===== config.mk =====
export PLATFORM = sky130hd
export DESIGN_NAME = layer_priority_sched
export DESIGN_NICKNAME = d
export VERILOG_FILES = /design/src/rtl/layer_sched_pkg.sv /design/src/rtl/layer_blink_fsm.sv /design/src/rtl/layer_priority_sched.sv
export SDC_FILE = /design/constraint.sdc
export NUM_CORES = 1
export LEC_CHECK = 0
export ABC_AREA = 1
export CAP_MARGIN = 20
export CORE_MARGIN = 2
export CORE_UTILIZATION = 45
export DETAILED_ROUTE_END_ITERATION = 6
export GPL_ROUTABILITY_DRIVEN = 0
export PLACE_DENSITY = 0.72
export SETUP_SLACK_MARGIN = 0.3
export SLEW_MARGIN = 0
export SYNTH_ARGS = -nofsm -noshare
export SYNTH_HDL_FRONTEND = slang
export SYNTH_SLANG_ARGS = --single-unit

===== constraint.sdc =====
create_clock -name clk -period 8.7 [get_ports clk]
set_clock_uncertainty 0.05 [all_clocks]
set_input_delay 2.61 -clock clk [delete_from_list [all_inputs] [get_ports clk]]
set_output_delay 2.61 -clock clk [all_outputs]
set_load 0.05 [all_outputs]

===== src/rtl/layer_sched_pkg.sv =====
// Shared types and constants for the VGA layer priority scheduler.
// Holds the layer count, the layer index encoding, the blink FSM state
// type, the priority-table entry layout and the power-up priority table.
package layer_sched_pkg;

  localparam int NUM_LAYERS  = 5;
  localparam int LAYER_IDX_W = 3;

  typedef enum logic [LAYER_IDX_W-1:0] {
    LYR_BLACK    = 3'd0,
    LYR_PLAYER   = 3'd1,
    LYR_ROADCARS = 3'd2,
    LYR_ROAD     = 3'd3,
    LYR_VALUES   = 3'd4,
    LYR_BG       = 3'd5
  } layer_idx_t;

  typedef enum logic [1:0] {
    IDLE = 2'd0,
    HIDE = 2'd1,
    SHOW = 2'd2
  } blink_state_t;

  typedef struct packed {
    logic [2:0] prio;
    logic       en;
  } prio_entry_t;

  typedef prio_entry_t [NUM_LAYERS-1:0] prio_tbl_t;

  // prio[i] = i with every layer enabled: black > player > roadcars > road > values.
  localparam prio_tbl_t DEFAULT_TBL = {4'b1001, 4'b0111, 4'b0101, 4'b0011, 4'b0001};

endpackage


===== src/rtl/layer_blink_fsm.sv =====
// Crash-blink sequencer. A blinkStart pulse (re)starts a sequence that
// alternates HIDE/SHOW on every startOfFrame until BLINK_TOGGLES frame
// boundaries have passed, then returns to IDLE.
// Ports:
//   clk, resetN          - pixel clock, asynchronous active-low reset
//   startOfFrame         - frame-boundary pulse
//   blinkStart           - start/restart pulse (wins over startOfFrame)
//   blinkHide            - high while the blinked layer must be masked
//   blinkActive          - high whenever the sequencer is not IDLE
module layer_blink_fsm
  import layer_sched_pkg::*;
#(
  parameter int BLINK_TOGGLES = 8
) (
  input  logic clk,
  input  logic resetN,
  input  logic startOfFrame,
  input  logic blinkStart,
  output logic blinkHide,
  output logic blinkActive
);

  localparam int CNT_W = $clog2(BLINK_TOGGLES + 1);

  blink_state_t     state_q, state_d;
  logic [CNT_W-1:0] cnt_q, cnt_d, cnt_inc;

  always_ff @(posedge clk or negedge resetN) begin
    if (!resetN) begin
      state_q <= IDLE;
      cnt_q   <= '0;
    end else begin
      state_q <= state_d;
      cnt_q   <= cnt_d;
    end
  end

  always_comb begin
    state_d = state_q;
    cnt_d   = cnt_q;
    cnt_inc = cnt_q + CNT_W'(1);
    case (state_q)
      IDLE: begin
        if (blinkStart) begin
          state_d = HIDE;
          cnt_d   = '0;
        end
      end
      HIDE, SHOW: begin
        if (blinkStart) begin
          state_d = HIDE;
          cnt_d   = '0;
        end else if (startOfFrame) begin
          if (cnt_inc == CNT_W'(BLINK_TOGGLES)) begin
            state_d = IDLE;
            cnt_d   = '0;
          end else begin
            state_d = (state_q == HIDE) ? SHOW : HIDE;
            cnt_d   = cnt_inc;
          end
        end
      end
      default: begin
        state_d = IDLE;
        cnt_d   = '0;
      end
    endcase
  end

  assign blinkHide   = (state_q == HIDE);
  assign blinkActive = (state_q != IDLE);

endmodule


===== src/rtl/layer_priority_sched.sv =====
// Frame-synchronised priority scheduler for the VGA object layers.
// Each pixel, the requesting enabled layer with the lowest priority value
// wins (ties to the lowest index); with no request the background wins.
// Priority/enable writes land in a shadow table that is copied to the
// active table on startOfFrame, so a frame never mixes two tables.
// Two-cycle pipeline: stage 1 masks requests, stage 2 picks the winner.
// Ports:
//   clk, resetN                 - pixel clock, asynchronous active-low reset
//   startOfFrame                - first-pixel pulse; commits the shadow table
//   cfgWrite/cfgLayer/cfgPrio/cfgEnable, cfgReady - config write handshake
//   reqVec, rgbVec, bgRGB       - per-layer requests/colours, background colour
//   blinkStart, blinkActive     - crash-blink control/status
//   RGBOut, winLayer            - final colour and winning layer (5 = background)
//   playerPixCount              - pixels won by the blink layer last frame
// Optional build macro LAYER_SCHED_PIXCOUNT_EN enables playerPixCount;
// otherwise it is tied to zero.
module layer_priority_sched
  import layer_sched_pkg::*;
#(
  parameter int RGB_W         = 8,
  parameter int BLINK_LAYER   = 1,
  parameter int BLINK_TOGGLES = 8
) (
  input  logic                        clk,
  input  logic                        resetN,
  input  logic                        startOfFrame,
  input  logic                        cfgWrite,
  input  logic [LAYER_IDX_W-1:0]      cfgLayer,
  input  logic [2:0]                  cfgPrio,
  input  logic                        cfgEnable,
  output logic                        cfgReady,
  input  logic [NUM_LAYERS-1:0]       reqVec,
  input  logic [NUM_LAYERS*RGB_W-1:0] rgbVec,
  input  logic [RGB_W-1:0]            bgRGB,
  input  logic                        blinkStart,
  output logic [RGB_W-1:0]            RGBOut,
  output logic [LAYER_IDX_W-1:0]      winLayer,
  output logic                        blinkActive,
  output logic [16:0]                 playerPixCount
);

  logic blink_hide;

  layer_blink_fsm #(.BLINK_TOGGLES(BLINK_TOGGLES)) u_blink (
    .clk          (clk),
    .resetN       (resetN),
    .startOfFrame (startOfFrame),
    .blinkStart   (blinkStart),
    .blinkHide    (blink_hide),
    .blinkActive  (blinkActive)
  );

  // Writes are refused on the commit cycle so a write can never race the copy.
  assign cfgReady = !startOfFrame;

  prio_tbl_t shadow_q, shadow_d, active_q, active_d;

  always_comb begin
    shadow_d = shadow_q;
    active_d = active_q;
    if (startOfFrame) active_d = shadow_q;
    if (cfgWrite && cfgReady) begin
      for (int i = 0; i < NUM_LAYERS; i++) begin
        if (cfgLayer == i[LAYER_IDX_W-1:0]) begin
          shadow_d[i].prio = cfgPrio;
          shadow_d[i].en   = cfgEnable;
        end
      end
    end
  end

  always_ff @(posedge clk or negedge resetN) begin
    if (!resetN) begin
      shadow_q <= DEFAULT_TBL;
      active_q <= DEFAULT_TBL;
    end else begin
      shadow_q <= shadow_d;
      active_q <= active_d;
    end
  end

  // ---- stage 1: mask requests, carry colours and priorities ----
  logic [NUM_LAYERS-1:0]       req_p1_d, req_p1_q;
  logic [NUM_LAYERS-1:0][2:0]  prio_p1_d, prio_p1_q;
  logic [NUM_LAYERS*RGB_W-1:0] rgb_p1_d, rgb_p1_q;
  logic [RGB_W-1:0]            bg_p1_d, bg_p1_q;

  always_comb begin
    req_p1_d  = '0;
    prio_p1_d = '0;
    rgb_p1_d  = rgbVec;
    bg_p1_d   = bgRGB;
    for (int i = 0; i < NUM_LAYERS; i++) begin
      req_p1_d[i]  = reqVec[i] && active_q[i].en && !(blink_hide && (i == BLINK_LAYER));
      prio_p1_d[i] = active_q[i].prio;
    end
  end

  always_ff @(posedge clk or negedge resetN) begin
    if (!resetN) req_p1_q <= '0;
    else         req_p1_q <= req_p1_d;
  end

  always_ff @(posedge clk) begin
    prio_p1_q <= prio_p1_d;
    rgb_p1_q  <= rgb_p1_d;
    bg_p1_q   <= bg_p1_d;
  end

  // ---- stage 2: lowest priority wins, strict compare keeps lowest index on ties ----
  logic [LAYER_IDX_W-1:0] win_p2_d, win_p2_q;
  logic [RGB_W-1:0]       rgb_p2_d, rgb_p2_q;
  logic                   found;
  logic [2:0]             best_prio;

  always_comb begin
    found     = 1'b0;
    best_prio = '1;
    win_p2_d  = LYR_BG;
    rgb_p2_d  = bg_p1_q;
    for (int i = 0; i < NUM_LAYERS; i++) begin
      if (req_p1_q[i] && (!found || (prio_p1_q[i] < best_prio))) begin
        found     = 1'b1;
        best_prio = prio_p1_q[i];
        win_p2_d  = i[LAYER_IDX_W-1:0];
        rgb_p2_d  = rgb_p1_q[i*RGB_W +: RGB_W];
      end
    end
  end

  always_ff @(posedge clk or negedge resetN) begin
    if (!resetN) begin
      win_p2_q <= LYR_BG;
      rgb_p2_q <= '0;
    end else begin
      win_p2_q <= win_p2_d;
      rgb_p2_q <= rgb_p2_d;
    end
  end

  assign RGBOut   = rgb_p2_q;
  assign winLayer = win_p2_q;

`ifdef LAYER_SCHED_PIXCOUNT_EN
  localparam logic [LAYER_IDX_W-1:0] BLINK_IDX = LAYER_IDX_W'(BLINK_LAYER);

  logic [16:0] pix_cnt_q, pix_cnt_d, pix_out_q, pix_out_d, pix_inc;

  // The frame-boundary cycle's own hit is folded into the reported total.
  always_comb begin
    pix_inc = pix_cnt_q;
    if ((win_p2_d == BLINK_IDX) && (pix_cnt_q != 17'h1FFFF)) pix_inc = pix_cnt_q + 17'd1;
    pix_cnt_d = pix_inc;
    pix_out_d = pix_out_q;
    if (startOfFrame) begin
      pix_out_d = pix_inc;
      pix_cnt_d = '0;
    end
  end

  always_ff @(posedge clk or negedge resetN) begin
    if (!resetN) begin
      pix_cnt_q <= '0;
      pix_out_q <= '0;
    end else begin
      pix_cnt_q <= pix_cnt_d;
      pix_out_q <= pix_out_d;
    end
  end

  assign playerPixCount = pix_out_q;
`else
  assign playerPixCount = '0;
`endif

endmodule


# Yosys cells after proc, flatten, opt, wreduce, memory -nomap -nowiden
# Index checks and enable logic that the tools add are counted.
[op_classes]
reduce_logical = 31
n_eq_ne = 9
mux = 29
add_sub_neg = 1
magnitude_cmp = 4
[op_table]
columns = ["cell", "count"]
rows = [
  ["$mux W8", 5],
  ["$mux W3", 9],
  ["$mux W4", 4],
  ["$lt A3 B3 Y1", 4],
  ["$reduce_and A2 Y1", 6],
  ["$logic_and A1 B1 Y1", 11],
  ["$mux W2", 5],
  ["$pmux W4 S2", 1],
  ["$eq A3 B2 Y1 const B", 2],
  ["$logic_not A1 Y1", 6],
  ["$add A4 B1 Y4 const B", 1],
  ["$eq A4 B4 Y1 const B", 1],
  ["$logic_or A1 B1 Y1", 4],
  ["$mux W1", 4],
  ["$pmux W2 S2", 1],
  ["$eq A3 B1 Y1 const B", 1],
  ["$eq A3 B3 Y1 const B", 1],
  ["$logic_not A3 Y1", 1],
  ["$ne A3 B3 Y1 const B", 1],
  ["$eq A2 B1 Y1 const B", 1],
  ["$eq A2 B2 Y1 const B", 1],
  ["$logic_not A2 Y1", 1],
  ["$ne A2 B2 Y1 const B", 1],
  ["$reduce_bool A2 Y1", 1],
  ["$reduce_or A2 Y1", 1],
]
[word_totals]
inputBits = 65
reg_bits = 125
word_cells = 106

# Longest topological paths before layout
[logic_depth]
word_depth = 17
depth_mapped = 37
ltp_nobuf = 34

# By module
# Synthesis repeated with hierarchy kept, for this count alone.
[unflattened]
cells_unflattened = 491
area_unflattened_um2 = 4613.2
[by_module_without_submodules]
columns = ["module", "instances", "area_per_inst_um2", "cells_per_inst"]
rows = [
  ["layer_priority_sched", 1, 4216.5, 441],
  ["layer_blink_fsm", 1, 396.6, 50],
]

# Worst setup path after synthesis
# OpenSTA, ideal clock, no wires.
[synth_timing]
kind = "input to output"
start = "input startOfFrame"
end = "output cfgReady"
path_slack_ns = 2.692
arrival_time_ns = 3.348
stages = 2
path_buffers = 1
path_cell_list = "inv_1 > buf_1"
[synth_between]
elab_chain_cells = 1
[synth_lines]
columns = ["item", "line", "rtl"]
rows = [
  ["start: declaration", "layer_priority_sched.sv:26", "input logic startOfFrame,"],
  ["$logic_not A1 Y1", "layer_priority_sched.sv:54", "assign cfgReady = !startOfFrame;"],
  ["end: declaration", "layer_priority_sched.sv:31", "output logic cfgReady,"],
]
# No other way between the ends.

# Worst setup path in the final report
# Same ends and word-level chain as after synthesis.

==> results.json <==
{
  "status": "finished, final reports clean",
  "synth_edf_count": 0,
  "fp.dieArea_um2": 11000,
  "ios": 95,
  "cts-hold-fix-buffers": 0,
  "relSlewSlack_pct": 48.9,
  "final_common_cell": "nand2_1",
  "ys_warn_count": 0,
  "dp_hpwl_um": 6440,
  "clk_path_buf_depth": 2,
  "drt_iter0_drc": 126,
  "final_cell_mix": "139 x nand2_1, 76 x clkdlybuf4s50_1, 63 x dfxtp_1, 40 x dfrtp_1, 35 x o21ai_0",
  "wl_um": 9530,
  "syn-cell-area_um2": 4580,
  "crit_top_cell": "clkdlybuf4s50_1",
  "overflow": 0,
  "rrSetupSlack_ns": 3.04,
  "cts.sinks": 125,
  "fin_crit_ns": 7.06,
  "finalPower_uw": 1770,
  "tns_ns": 0,
  "drcViolationCount": 0,
  "synth_area_per_cell_um2": 9.52,
  "async_flop_share_pct": 49.6,
  "io_buffers": 77,
  "path_cells": "clkdlybuf4s50_1 > inv_1 > clkdlybuf4s50_1",
  "netlist-cell-type-count": 30,
  "insertion_delay_ns": 0.52,
  "worstMarginPinSlew_ns": 0.766,
  "yosysTopAreaCellShare_pct": 27.5,
  "critPathMaxStageDelay_ns": 0.82,
  "crit_fanout": 21,
  "vias_per_cell": 4.76,
  "power_switching_uw": 511,
  "rsz0062_at_grt": "false",
  "area_growth_syn_to_layout_pct": 30.2,
  "track_usage_pct": 18.9,
  "die_y_um": 105,
  "cts_root_buf": "clkbuf_8",
  "vias": 3378,
  "p_int_uw": 1260,
  "coreArea_um2": 9820,
  "cts_tree": "yes",
  "wire_per_inst_um": 13.4,
  "max_cap_violations": 0,
  "path_delay_family": "buffers and inverters",
  "criticalPathCategory": "primary input to output port",
  "path_buf_inv": 3,
  "p_clk_share_pct": 39.0,
  "critPathArrivalTime_ns": 4.40,
  "ir_worst_vdd_v": 0.000129,
  "cts_resized": 0,
  "ys_seq_elements": 125,
  "cts_post_setup_buffers_inserted": 0,
  "setup_violations": 0,
  "antenna_found_initial": 0,
  "crit_path_top_delay_cell": "clkdlybuf4s50_1",
  "crit_required_ns": 6.04,
  "slew_viol_final": 0,
  "layout-drive-gt1-share_pct": 11.6,
  "ant_nets": 0,
  "fin_nets": 638,
  "htreeDepth": 4,
  "clk_pin_slew_worst_paths_ns": 0.05,
  "grt_pass1_vias": 3398,
  "leakage_uw": 0.00279,
  "cts_buffers": 17,
  "rows": 36,
  "ys_seq_area_share_pct": 62.0,
  "antenna_cells": 0,
  "synthCells": 481,
  "synth_area_leaders": "dfxtp_1 28%, dfrtp_1 22%, dfstp_2 13%",
  "power.density_nw_per_um2": 297,
  "fin_crit_sh_pct": 81.1,
  "grt_start_max_net_pins": 63,
  "synth_top_area_cell": "dfxtp_1",
  "combinationalPowerShare_pct": 19.8,
  "cp-end-kind": "output port",
  "die_x_um": 105,
  "max_freq_mhz": 142,
  "switching_share_pct": 28.9,
  "hold_path.class": "flop to flop",
  "synth_flop_cell": "dfxtp_1",
  "dr.pass1.iters": 4,
  "startpoint_type": "primary input",
  "initial_core_util_pct": 46.6,
  "grt_pass1_wl_um": 16000,
  "power.share.sequential_pct": 41.2,
  "hold_viol": 0
}
power by group through the flow:
stage | combinational, uW | sequential [uW] | clock, uW
floorplan | 196 | 778 | 0
detailed placement | 350 | 739 | 0
global placement | 338 | 735 | 0
global route | 392 | 740 | 732
CTS | 353 | 730 | 704
finish | 351 | 730 | 690
cells by family (layout without fill, tap and decap cells):
| kind of cell | count (synthesis) | after routing | synth area share [%] |
|---|---|---|---|
| AO/OA/AOI/OAI | 64 | 64 | 7.92 |
| XOR/XNOR | 2 | 2 | 0.383 |
| adder cells (fa/ha/maj) | 10 | 10 | 2.73 |
| buffers and inverters | 66 | 145 | 7.46 |
| flip-flops | 125 | 125 | 62.0 |
| other | 1 | 17 | 0.0819 |
| AND/OR/NAND/NOR | 213 | 213 | 19.4 |
layout make-up:
type / count / area [um^2]
fill: 827 / 3850
clock buffer: 21 / 449
sequential: 125 / 2840
multi-input combinational: 306 / 1460
inverter: 34 / 128
clock inverter: 11 / 143
timing repair buffer: 79 / 781
tap: 133 / 166
cell usage after synthesis (all sizes together), types with 2 or more instances:
library cell and count:
nand3 29, nand4 3, buf 25, o21ai 35, nor2 32, clkbuf 7, nand2 145, a21oi 9
dfrtp 40, a31oi 8, dfstp 22, nand3b 2, o211ai 8, ha 10, inv 34, or2 2
dfxtp 63
through the flow:
stage | hold slack (ns) | util [%] | cells | setup slack (ns) | cell area (um^2)
2_1_floorplan | 0.297 | - | 497 | 2.69 | 4640
3_3_place_gp | 0.306 | 54.7 | 677 | 1.62 | 5370
3_5_place_dp | 0.306 | 54.7 | 677 | 1.62 | 5370
4_1_cts | 0.326 | 60.7 | 709 | 1.61 | 5960
5_1_grt | 0.336 | 60.7 | 709 | 1.49 | 5960
6_report | 0.322 | 60.7 | 709 | 1.64 | 5960
final timing paths:
check                             start               end  cells after the start
max                        startOfFrame          cfgReady                      3
min                         active_q[7]      prio_p1_q[5]                      0
max reg2reg                 req_p1_q[0]         RGBOut[0]                     27
min reg2reg                 active_q[7]      prio_p1_q[5]                      0
max in group asynchronous        resetN  u_blink.cnt_q[3]                      2
min in group asynchronous        resetN       active_q[1]                      2
worst register-to-register path, delay by kind of cell, from the launching register on:
| kind | cells | cell delay (ns) |
|---|---|---|
| AND/OR/NAND/NOR | 17 | 2.50 |
| AO/OA/AOI/OAI | 5 | 1.11 |
| buffers and inverters | 2 | 0.41 |
| adder cells (fa/ha/maj) | 3 | 0.92 |
| flip-flops | 1 | 0.56 |
registers in the layout, summed over array words and instances (netlist names):
register,count
req_p1_q,5
rgb_p1_q,40
winLayer,3
active_q,20
shadow_q,20
bg_p1_q,8
u_blink.state_q,2
prio_p1_q,15
u_blink.cnt_q,4
RGBOut,8
per-layer routing:
metal	vias up	wire length (um)	track usage, %
met5	-	0	0
met4	0	126	9.24
met3	11	584	5.30
met2	106	4610	31.5
met1	1581	4210	22.5
li1	1680	-	-
No activity file was read; power rests on OpenSTA's default activity.
